[config.mk]
export PLATFORM = sky130hd
export DESIGN_NAME = sram_sp_ctrl
export DESIGN_NICKNAME = d
export VERILOG_FILES = /design/src/rtl/sram_pkg.sv /design/src/rtl/sync_fifo.sv /design/src/rtl/sram_sp_ctrl.sv
export SDC_FILE = /design/constraint.sdc
export NUM_CORES = 1
export LEC_CHECK = 0
export CAP_MARGIN = 30
export CORE_MARGIN = 2
export CORE_UTILIZATION = 25
export CTS_BUF_LIST = sky130_fd_sc_hd__clkbuf_16
export CTS_CLUSTER_DIAMETER = 120
export DETAILED_ROUTE_END_ITERATION = 7
export PLACE_DENSITY_LB_ADDON = 0.08
export SETUP_SLACK_MARGIN = 0.2
export SLEW_MARGIN = 20
export SYNTH_ARGS = -nofsm -noshare
export SYNTH_HDL_FRONTEND = slang
export SYNTH_SLANG_ARGS = --single-unit
[constraint.sdc]
create_clock -name CLK -period 10.55 [get_ports CLK]
set_clock_uncertainty 0.05 [all_clocks]
set_input_delay 1.055 -clock CLK [delete_from_list [all_inputs] [get_ports CLK]]
set_output_delay 1.055 -clock CLK [all_outputs]
set_load 0.01 [all_outputs]
[src/rtl/sram_pkg.sv]
// Shared types and helpers for the single-port SRAM requester controller.
package sram_pkg;

    // Controller states: IDLE accepts requests, RMW completes a byte-masked write.
    typedef enum logic {
        ST_IDLE = 1'b0,
        ST_RMW  = 1'b1
    } state_t;

    // Byte-lane merge for read-modify-write: new byte where enabled, old byte otherwise.
    function automatic logic [7:0] merge_byte(input logic       keep_new,
                                              input logic [7:0] new_byte,
                                              input logic [7:0] old_byte);
        return keep_new ? new_byte : old_byte;
    endfunction

endpackage

[src/rtl/sync_fifo.sv]
// Synchronous FIFO with occupancy count; read data is the head entry (show-ahead).
module sync_fifo #(
    parameter  int WIDTH = 32,
    parameter  int DEPTH = 4,
    localparam int CW    = $clog2(DEPTH + 1)
) (
    input  logic             CLK,
    input  logic             RST_N,
    input  logic             push,
    input  logic [WIDTH-1:0] push_data,
    input  logic             pop,
    output logic [WIDTH-1:0] pop_data,
    output logic [CW-1:0]    count,
    output logic             full,
    output logic             empty
);

    localparam int PW = (DEPTH > 1) ? $clog2(DEPTH) : 1;

    logic [WIDTH-1:0] mem [DEPTH];
    logic [PW-1:0]    wr_ptr;
    logic [PW-1:0]    rd_ptr;
    logic             do_push;
    logic             do_pop;

    // Pointers wrap modulo DEPTH, so non-power-of-two depths work too.
    function automatic logic [PW-1:0] ptr_inc(input logic [PW-1:0] p);
        return (p == PW'(DEPTH - 1)) ? '0 : p + PW'(1);
    endfunction

    assign full     = (count == CW'(DEPTH));
    assign empty    = (count == '0);
    assign do_push  = push && !full;
    assign do_pop   = pop && !empty;
    assign pop_data = mem[rd_ptr];

    // Storage array; only the pointers and count define which entries are live.
    // NOTE: memory arrays are not reset - clearing count/pointers already makes them invalid.
    always_ff @(posedge CLK) begin
        if (do_push) begin
            mem[wr_ptr] <= push_data;
        end
    end

    // Pointer and occupancy bookkeeping; simultaneous push and pop keeps count.
    // NOTE: sequential state uses <= so every flop samples pre-edge values.
    always_ff @(posedge CLK) begin
        if (!RST_N) begin
            wr_ptr <= '0;
            rd_ptr <= '0;
            count  <= '0;
        end else begin
            if (do_push) wr_ptr <= ptr_inc(wr_ptr);
            if (do_pop)  rd_ptr <= ptr_inc(rd_ptr);
            case ({do_push, do_pop})
                2'b10:   count <= count + CW'(1);
                2'b01:   count <= count - CW'(1);
                default: count <= count;
            endcase
        end
    end

endmodule

[src/rtl/sram_sp_ctrl.sv]
// Requester-side controller: valid/ready requests to SRAM pins, with
// read-modify-write for byte-masked writes and a credited response FIFO.
module sram_sp_ctrl
    import sram_pkg::*;
#(
    parameter  int WIDTH     = 32,
    parameter  int DEPTH     = 1024,
    parameter  int RSP_DEPTH = 4,
    localparam int AW        = $clog2(DEPTH)
) (
    input  logic               CLK,
    input  logic               RST_N,
    input  logic               req_val,
    output logic               req_rdy,
    input  logic               req_we,
    input  logic [WIDTH/8-1:0] req_be,
    input  logic [AW-1:0]      req_addr,
    input  logic [WIDTH-1:0]   req_wdata,
    output logic               rsp_val,
    input  logic               rsp_rdy,
    output logic [WIDTH-1:0]   rsp_rdata,
    output logic               sram_en,
    output logic               sram_we,
    output logic [AW-1:0]      sram_addr,
    output logic [WIDTH-1:0]   sram_di,
    input  logic [WIDTH-1:0]   sram_do
);

    localparam int NB = WIDTH / 8;
    localparam int CW = $clog2(RSP_DEPTH + 1);

    state_t           state;
    state_t           next_state;
    logic             inflight;
    logic             rd_accept;
    logic             rmw_start;
    logic [AW-1:0]    lat_addr;
    logic [NB-1:0]    lat_be;
    logic [WIDTH-1:0] lat_wdata;
    logic [WIDTH-1:0] merged;
    logic [CW-1:0]    fifo_count;
    logic             fifo_full;
    logic             fifo_empty;
    logic [CW:0]      occupancy;
    logic             credit_ok;

    // A read in flight has a reserved FIFO slot, so the FIFO can never overflow.
    assign occupancy = {1'b0, fifo_count} + {{CW{1'b0}}, inflight};
    assign credit_ok = !fifo_full && (occupancy < (CW+1)'(RSP_DEPTH));

    assign rsp_val = RST_N && !fifo_empty;

    sync_fifo #(
        .WIDTH (WIDTH),
        .DEPTH (RSP_DEPTH)
    ) u_rsp_fifo (
        .CLK       (CLK),
        .RST_N     (RST_N),
        .push      (inflight),
        .push_data (sram_do),
        .pop       (rsp_val && rsp_rdy),
        .pop_data  (rsp_rdata),
        .count     (fifo_count),
        .full      (fifo_full),
        .empty     (fifo_empty)
    );

    // Merge latched write bytes over the old word returned by the RMW read.
    always_comb begin
        merged = '0;
        for (int i = 0; i < NB; i++) begin
            merged[i*8 +: 8] = merge_byte(lat_be[i], lat_wdata[i*8 +: 8], sram_do[i*8 +: 8]);
        end
    end

    // Next-state and SRAM pin decode; everything is forced idle while in reset.
    // NOTE: defaults first so every path assigns every output - no latches.
    always_comb begin
        next_state = state;
        req_rdy    = 1'b0;
        sram_en    = 1'b0;
        sram_we    = 1'b0;
        sram_addr  = req_addr;
        sram_di    = req_wdata;
        rd_accept  = 1'b0;
        rmw_start  = 1'b0;
        if (!RST_N) begin
            next_state = ST_IDLE;
        end else begin
            case (state)
                ST_IDLE: begin
                    req_rdy = credit_ok;
                    if (req_val && credit_ok) begin
                        if (!req_we) begin
                            sram_en   = 1'b1;
                            rd_accept = 1'b1;
                        end else if (&req_be) begin
                            sram_en = 1'b1;
                            sram_we = 1'b1;
                        end else if (|req_be) begin
                            sram_en    = 1'b1;
                            rmw_start  = 1'b1;
                            next_state = ST_RMW;
                        end
                    end
                end
                ST_RMW: begin
                    sram_en    = 1'b1;
                    sram_we    = 1'b1;
                    sram_addr  = lat_addr;
                    sram_di    = merged;
                    next_state = ST_IDLE;
                end
                default: next_state = ST_IDLE;
            endcase
        end
    end

    // State register and read-inflight flag.
    always_ff @(posedge CLK) begin
        if (!RST_N) begin
            state    <= ST_IDLE;
            inflight <= 1'b0;
        end else begin
            state    <= next_state;
            inflight <= rd_accept;
        end
    end

    // Capture the masked write while its old-data read is issued.
    always_ff @(posedge CLK) begin
        if (rmw_start) begin
            lat_addr  <= req_addr;
            lat_be    <= req_be;
            lat_wdata <= req_wdata;
        end
    end

endmodule

==> metrics.md, run 1 <==
| Metric | Value |
|---|---|
| TritonRoute pass-1 iters | 4 |
| Worst path most repeated cell | clkdlybuf4s50_1 |
| CP max stage delay | 0.64 ns |
| Endpoint class of the critical path | output port |
| Hpwl dp | 11.8 mm |
| R2R setup slack | 8.02 ns |
| DIE WIDTH | 176 microns |
| CP Data Required Time | 9.45 ns |
| Vias in the first global route | 4582 |
| Fmax | 207 MHz |
| Min-delay worst type | reg2reg |
| Top_reg_cell synth | edfxtp_1 |
| CP Class | in2out |
| Rows | 62 |
| Switch share | 0.235 |
| Reg power frac | 0.516 |
| Fraction of registers with async set or reset after synthesis | 0 |
| Most common cell in the synthesized netlist | edfxtp_1 |
| First-pass GRT wire length | 27.5 mm |
| Pwr Density | 158 nW/um^2 |
| Top cells by area, synth | edfxtp_1 (71%), mux4_2 (9.8%), mux2i_1 (4.5%), dfxtp_1 (3.0%), o21ai_0 (2.6%) |
| CTS sink cnt | 185 |
| Cell area after layout | 10100 sq um |
| Slew HR | 0.521 |
| Gate power share | 0.102 |
| Total gr overflow | 0 |
| Post-layout min period | 4.83 ns |
| I/O pin total | 161 |
| Area leader, netlist | edfxtp_1 |
| Initial Util | 0.256 |
| Crit Reg-Reg Endpoint | u_rsp_fifo.count[2]$_SDFFE_PN0P_ |
| H-tree levels | 4 |
| Syn Nets | 493 |
| Clock Latency Late Sink | 0.43 ns |
| Outcome | completed |
| Largest net degree at the start of global routing | 47 |
| TritonCTS clock tree | yes |
| Maximum clock path buffer count | 2 |
| Hold Startpoint | u_rsp_fifo.wr_ptr[1]$_SDFFE_PN0P_ |
| Synth cell types | 32 |
| Leakage | 3.35 nW |
| WL final | 17.8 mm |
| Synth-to-Final Area Change | 36.8% |
| Max Cap Viol | 0 |
| Vias per std cell | 4.26 |
| Layout cells sized above 1 | 0.165 |
| Initial antenna violation count | 0 |
| Placed Instance Area | 9530 sq um |
| CTS clk-pin slew, worst paths | 0.08 ns |
| Detail Route Antenna Nets | 0 |
| Iter 0 DRT Violations | 196 |
| Psw | 0.000374 W |
| Final hold vios | 0 |
| VDD IR max | 102 uV |
| Worst EP arrival | 3.72 ns |
| WHS Endpoint | u_rsp_fifo.wr_ptr[1]$_SDFFE_PN0P_ |
| # setup viols final | 0 |
| Vias | 4124 |
| Root buf cell | clkbuf_16 |
| Final period util | 0.457 |
| Routed len/inst | 18.4 microns |
| Setup Fix Bufs, Post-CTS | 0 |
| Internal Pwr Total | 0.00122 W |
| Setup TNS | 0 ns |
| Commonest cells in the netlist | edfxtp_1 (174), nand2_1 (42), o21ai_0 (38), mux2i_1 (33), mux4_2 (32) |
| DIE HEIGHT | 176 microns |
| Worst Path Max Fanout | 40 |
| Final Power | 0.00159 W |
| DR DRC count | 0 |
| PostCTS Resize Cnt | 0 |
| Clock network power share | 0.382 |
| Crit Reg-Reg Startpoint | u_rsp_fifo.count[2]$_SDFFE_PN0P_ |
| Final net count | 660 |
| Post-synthesis sequential area ratio | 0.738 |
| Syn Area/Cell | 18.3 sq um |
| RSZ-0062 raised after global routing | false |
| Worst-Margin Slew | 0.719 ns |
| CTS Hold Bufs | 0 |
| Mapped cell area | 7370 sq um |
| Post-synth EDFFs | 174 |
| Diode count | 0 |
| #FFs+latches synth | 185 |
| Hold Crit Depth | 2 |
| Slew Limit Fails | 0 |
| Critical Path Slowest Stage Cell | clkdlybuf4s50_1 |
| Num CTS Buffers | 17 |
| Input/output buffers | 160 |
| Worst-path cell chain | clkdlybuf4s50_1 -> nand2_2 -> buf_4 -> mux2_2 -> clkdlybuf4s50_1 |
| CP Launch Type | input port |
| Total Routing Usage GR | 0.120 |
| RePlAce Congestion | 0.659 |
| FF-to-FF path depth | 9 |
| Yosys warnings | 0 |
| Die area | 30900 sq um |
| Synth Instances | 403 |
| Post-synth top area share | 0.709 |
| CORE AREA | 28900 sq um |
[state kept, by name (all words and copies together) (netlist names), named ones only]
register / flops
state: 1
lat_addr: 10
inflight: 1
lat_be: 4
u_rsp_fifo.rd_ptr: 2
u_rsp_fifo.count: 3
lat_wdata: 32
u_rsp_fifo.wr_ptr: 2
u_rsp_fifo.mem: 128
[per-layer routing]
layer | vias to the layer above | global-route usage | wire length (microns)
li1 | 1924 | - | -
met1 | 2072 | 0.158 | 8180
met2 | 115 | 0.189 | 8310
met3 | 13 | 0.0396 | 1080
met4 | 0 | 0.0379 | 200
met5 | - | 0 | 0
[power by group through the flow]
stage               Combinational (W)  Clock, W  Sequential, W
finish                       0.000162  0.000610       0.000823
global route                 0.000177  0.000664       0.000824
CTS                          0.000166  0.000635       0.000823
detailed placement           0.000165         0       0.000840
global placement             0.000161         0       0.000840
floorplan                   0.0000668         0       0.000836
[cells by family (layout without fill, tap and decap cells)]
kind of cell | Yosys count | after routing | share of synthesized area
AOI/OAI and AO/OA | 42 | 42 | 0.0307
xor gates and xnor gates | 2 | 2 | 0.00238
adders and majority gates | 7 | 7 | 0.0129
buffers and inverters | 27 | 207 | 0.0170
DFF | 185 | 185 | 0.738
muxes | 75 | 75 | 0.158
and+or+nand+nor | 65 | 65 | 0.0409
[layout make-up]
cell class | instances | area (sq um)
fillers | 2762 | 18800
multi-input cells | 191 | 1810
repair buffers | 168 | 1760
flip-flops and latches | 185 | 5450
clock inverters | 15 | 136
inverters | 7 | 26.3
clock buffers | 17 | 425
well taps | 384 | 480
[critical path: cells and delay by family]
kind          cells  cell delay [ns]
buf+inv           3             1.60
mux               1             0.39
simple gates      1             0.64
[how the worst max path moves through the flow]
| stage | from | to | slack [ns] | depth (start not counted) |
|---|---|---|---|---|
| after floorplan | RST_N | lat_addr[0]$_DFFE_PP_ | 5.44 | 3 |
| after global placement | RST_N | sram_addr[5] | 5.73 | 5 |
| after detailed placement | RST_N | sram_addr[5] | 5.67 | 5 |
| after CTS | RST_N | sram_addr[5] | 5.67 | 5 |
| after global routing | RST_N | sram_addr[6] | 5.49 | 5 |
| final | RST_N | sram_addr[5] | 5.72 | 5 |
[placed cells by master (no fill, tap or decap), drive strengths merged]
cell           synthesis  routed
and2                   3       3
mux2i                 33      33
o31a                   1       1
or3b                   1       1
xor2                   1       1
fa                     1       1
nor3                   3       3
a21boi                 1       1
o311a                  1       1
or4                    1       1
o21ai                 38      38
nor2                   4       4
clkdlybuf4s50          0     160
clkinv                 0       4
mux4                  32      32
dfxtp                 11      11
edfxtp               174     174
nand2                 42      42
and2b                  1       1
nand3                  3       3
mux2                  10      10
and3                   4       4
nand4                  2       2
clkbuf                 8      17
o31ai                  1       1
xnor2                  1       1
or3                    1       1
clkinvlp               0       5
ha                     6       6
buf                   12       8
inv                    7      13
[through the flow]
stage	utilization	hold WS [ns]	cells	setup slack (ns)
final	0.350	0.455	967	5.72
after global routing	0.350	0.503	967	5.49
after CTS	0.350	0.461	967	5.67
after detailed placement	0.330	0.442	935	5.67
after global placement	0.325	0.429	930	5.73
after floorplan	-	0.413	403	5.44
(Power assumes the default switching activity.)
==> inputs of run 2 (changes only) <==
clock period = 4.1 ns   (was 10.55 ns; I/O delays follow)
==> metrics.md, run 2 (synthesis gave the netlist of run 1 again) <==
| Metric | Value |
|---|---|
| CTS Hold Bufs | 0 (unchanged) |
| Worst-Margin Slew | 0.716 ns (-0.00271 ns) |
| Cell area after layout | 10100 sq um (+0.23%) |
| Slew HR | 0.522 (+0.00181) |
| Biggest register | u_rsp_fifo.mem |
| Psw | 0.000982 W (+160%) |
| Pwr Density | 409 nW/um^2 (+160%) |
| Maximum clock path buffer count | 2 (unchanged) |
| Leakage | 3.37 nW (+0.67%) |
| Gate power share | 0.100 (-0.002) |
| CTS clk-pin slew, worst paths | 0.07 ns (about the same) |
| DR DRC count | 0 (unchanged) |
| Detail Route Antenna Nets | 0 (unchanged) |
| First-pass GRT wire length | 27.1 mm (-1.2%) |
| Worst EP arrival | 2.59 ns (-1.13 ns) |
| Clock network power share | 0.387 (+0.005) |
| RSZ-0062 raised after global routing | false |
| Switch share | 0.237 (+0.00251) |
| # setup viols final | 0 (unchanged) |
| Min-delay worst type | reg2reg |
| Largest net degree at the start of global routing | 61 (+30%) |
| DIE HEIGHT | 176 microns (unchanged) |
| VDD IR max | 198 uV (+95%) |
| Max Cap Viol | 0 (unchanged) |
| Max reg flops | 128 (unchanged) |
| Setup Fix Bufs, Post-CTS | 0 (unchanged) |
| Total gr overflow | 0 (unchanged) |
| H-tree levels | 4 (unchanged) |
| CP Launch Type | input port |
| Post-layout min period | 3.05 ns |
| Internal Pwr Total | 0.00316 W (+160%) |
| Commonest cells after routing, fill and taps aside | edfxtp_1 (174), clkdlybuf4s50_1 (160), nand2_1 (41) |
| CP Class | in2out |
| Synth-to-Final Area Change | 37.1% |
| Routed len/inst | 18.4 microns (about the same) |
| DIE WIDTH | 176 microns (unchanged) |
| CORE AREA | 28900 sq um (unchanged) |
| PostCTS Resize Cnt | 0 (unchanged) |
| Fmax | 327 MHz |
| Clock Latency Late Sink | 0.42 ns (about the same) |
| Slew Limit Fails | 0 (unchanged) |
| Input/output buffers | 160 (unchanged) |
| Vias per std cell | 4.27 (+0.15%) |
| TritonCTS clock tree | yes |
| Biggest regs | u_rsp_fifo.mem: 128 flops, lat_wdata: 32 flops, lat_addr: 10 flops |
| Reg power frac | 0.513 (-0.003) |
| Rows | 62 (unchanged) |
| Setup TNS | 0 ns (unchanged) |
| Total Routing Usage GR | 0.119 (-0.000679) |
| Commonest non-fill, non-tap cell in the layout | edfxtp_1 |
| Vias in the first global route | 4553 (-0.63%) |
| Initial antenna violation count | 0 (unchanged) |
| Final hold vios | 0 (unchanged) |
| Placed Instance Area | 9530 sq um (about the same) |
| Die area | 30900 sq um (unchanged) |
| RePlAce Congestion | 0.704 (+6.8%) |
| Final net count | 660 (unchanged) |
| Final period util | 0.745 |
| CP Data Required Time | 3.64 ns (-5.81 ns) |
| Diode count | 0 (unchanged) |
| Vias | 4130 (+0.15%) |
| CTS sink cnt | 185 (unchanged) |
| Root buf cell | clkbuf_16 |
| WHS | 0.454 ns (-0.00187 ns) |
| Worst Path Max Fanout | 60 (+50%) |
| Hpwl dp | 11.9 mm (+1.2%) |
| Layout cells sized above 1 | 0.165 (unchanged) |
| I/O pin total | 161 (unchanged) |
| TritonRoute pass-1 iters | 4 (unchanged) |
| Endpoint class of the critical path | output port |
| Num CTS Buffers | 17 (unchanged) |
| Iter 0 DRT Violations | 187 (-4.6%) |
| Initial Util | 0.256 (unchanged) |
| WL final | 17.8 mm (about the same) |
| Outcome | completed |
## run 2: cell count changes in the layout (fill, tap and decap cells not counted), sizes merged
cell and change:
inv +2, clkinvlp -5, clkinv +3
## run 2: layer usage
metal,vias up,track usage,part of all wire
li1,1926,-,-
met1,2084,0.149,0.44
met2,113,0.202,0.50
met3,7,0.0370,0.051
met4,0,0.0310,0.0090
met5,-,0,0
## run 2: worst max-delay path, cell delays in order
cell	delay (ns)
clkdlybuf4s50_1	0.63
nand2_2	0.37
buf_12	0.30
mux2_2	0.37
clkdlybuf4s50_1	0.48
## run 2: path summary, 6_finish.rpt
kind	slack, ns	cells past startpoint	from	to
max	1.05	5	RST_N	sram_addr[0]
min reg2reg	0.45	2	u_rsp_fifo.wr_ptr[1]$_SDFFE_PN0P_	u_rsp_fifo.wr_ptr[1]$_SDFFE_PN0P_
max reg2reg	1.54	9	u_rsp_fifo.count[2]$_SDFFE_PN0P_	u_rsp_fifo.count[2]$_SDFFE_PN0P_
min	0.45	2	u_rsp_fifo.wr_ptr[1]$_SDFFE_PN0P_	u_rsp_fifo.wr_ptr[1]$_SDFFE_PN0P_
## run 2: layout make-up
cell class,count,area [sq um]
clock buffers,17,425
clock inverters,15,154
fillers,2772,18700
inverters,7,26.3
multi-input cells,191,1820
flip-flops and latches,185,5450
well taps,384,480
repair buffers,168,1760
## run 2: metrics by stage
step | total power, W | cells | util | setup WS, ns
after global placement | 0.00258 | 930 | 0.327 | 1.03
final | 0.00414 | 967 | 0.350 | 1.05
after floorplan | 0.00232 | 403 | - | 1.06
after CTS | 0.00422 | 967 | 0.350 | 1.00
after global routing | 0.00432 | 967 | 0.350 | 0.817
after detailed placement | 0.00259 | 935 | 0.330 | 1.01
## run 2: power groups by stage
stage | logic (W) | registers (W) | clock network, W
floorplan | 0.000172 | 0.00215 | 0
global placement | 0.000412 | 0.00217 | 0
detailed placement | 0.000421 | 0.00217 | 0
CTS | 0.000424 | 0.00213 | 0.00167
global route | 0.000451 | 0.00213 | 0.00174
finish | 0.000413 | 0.00213 | 0.00160
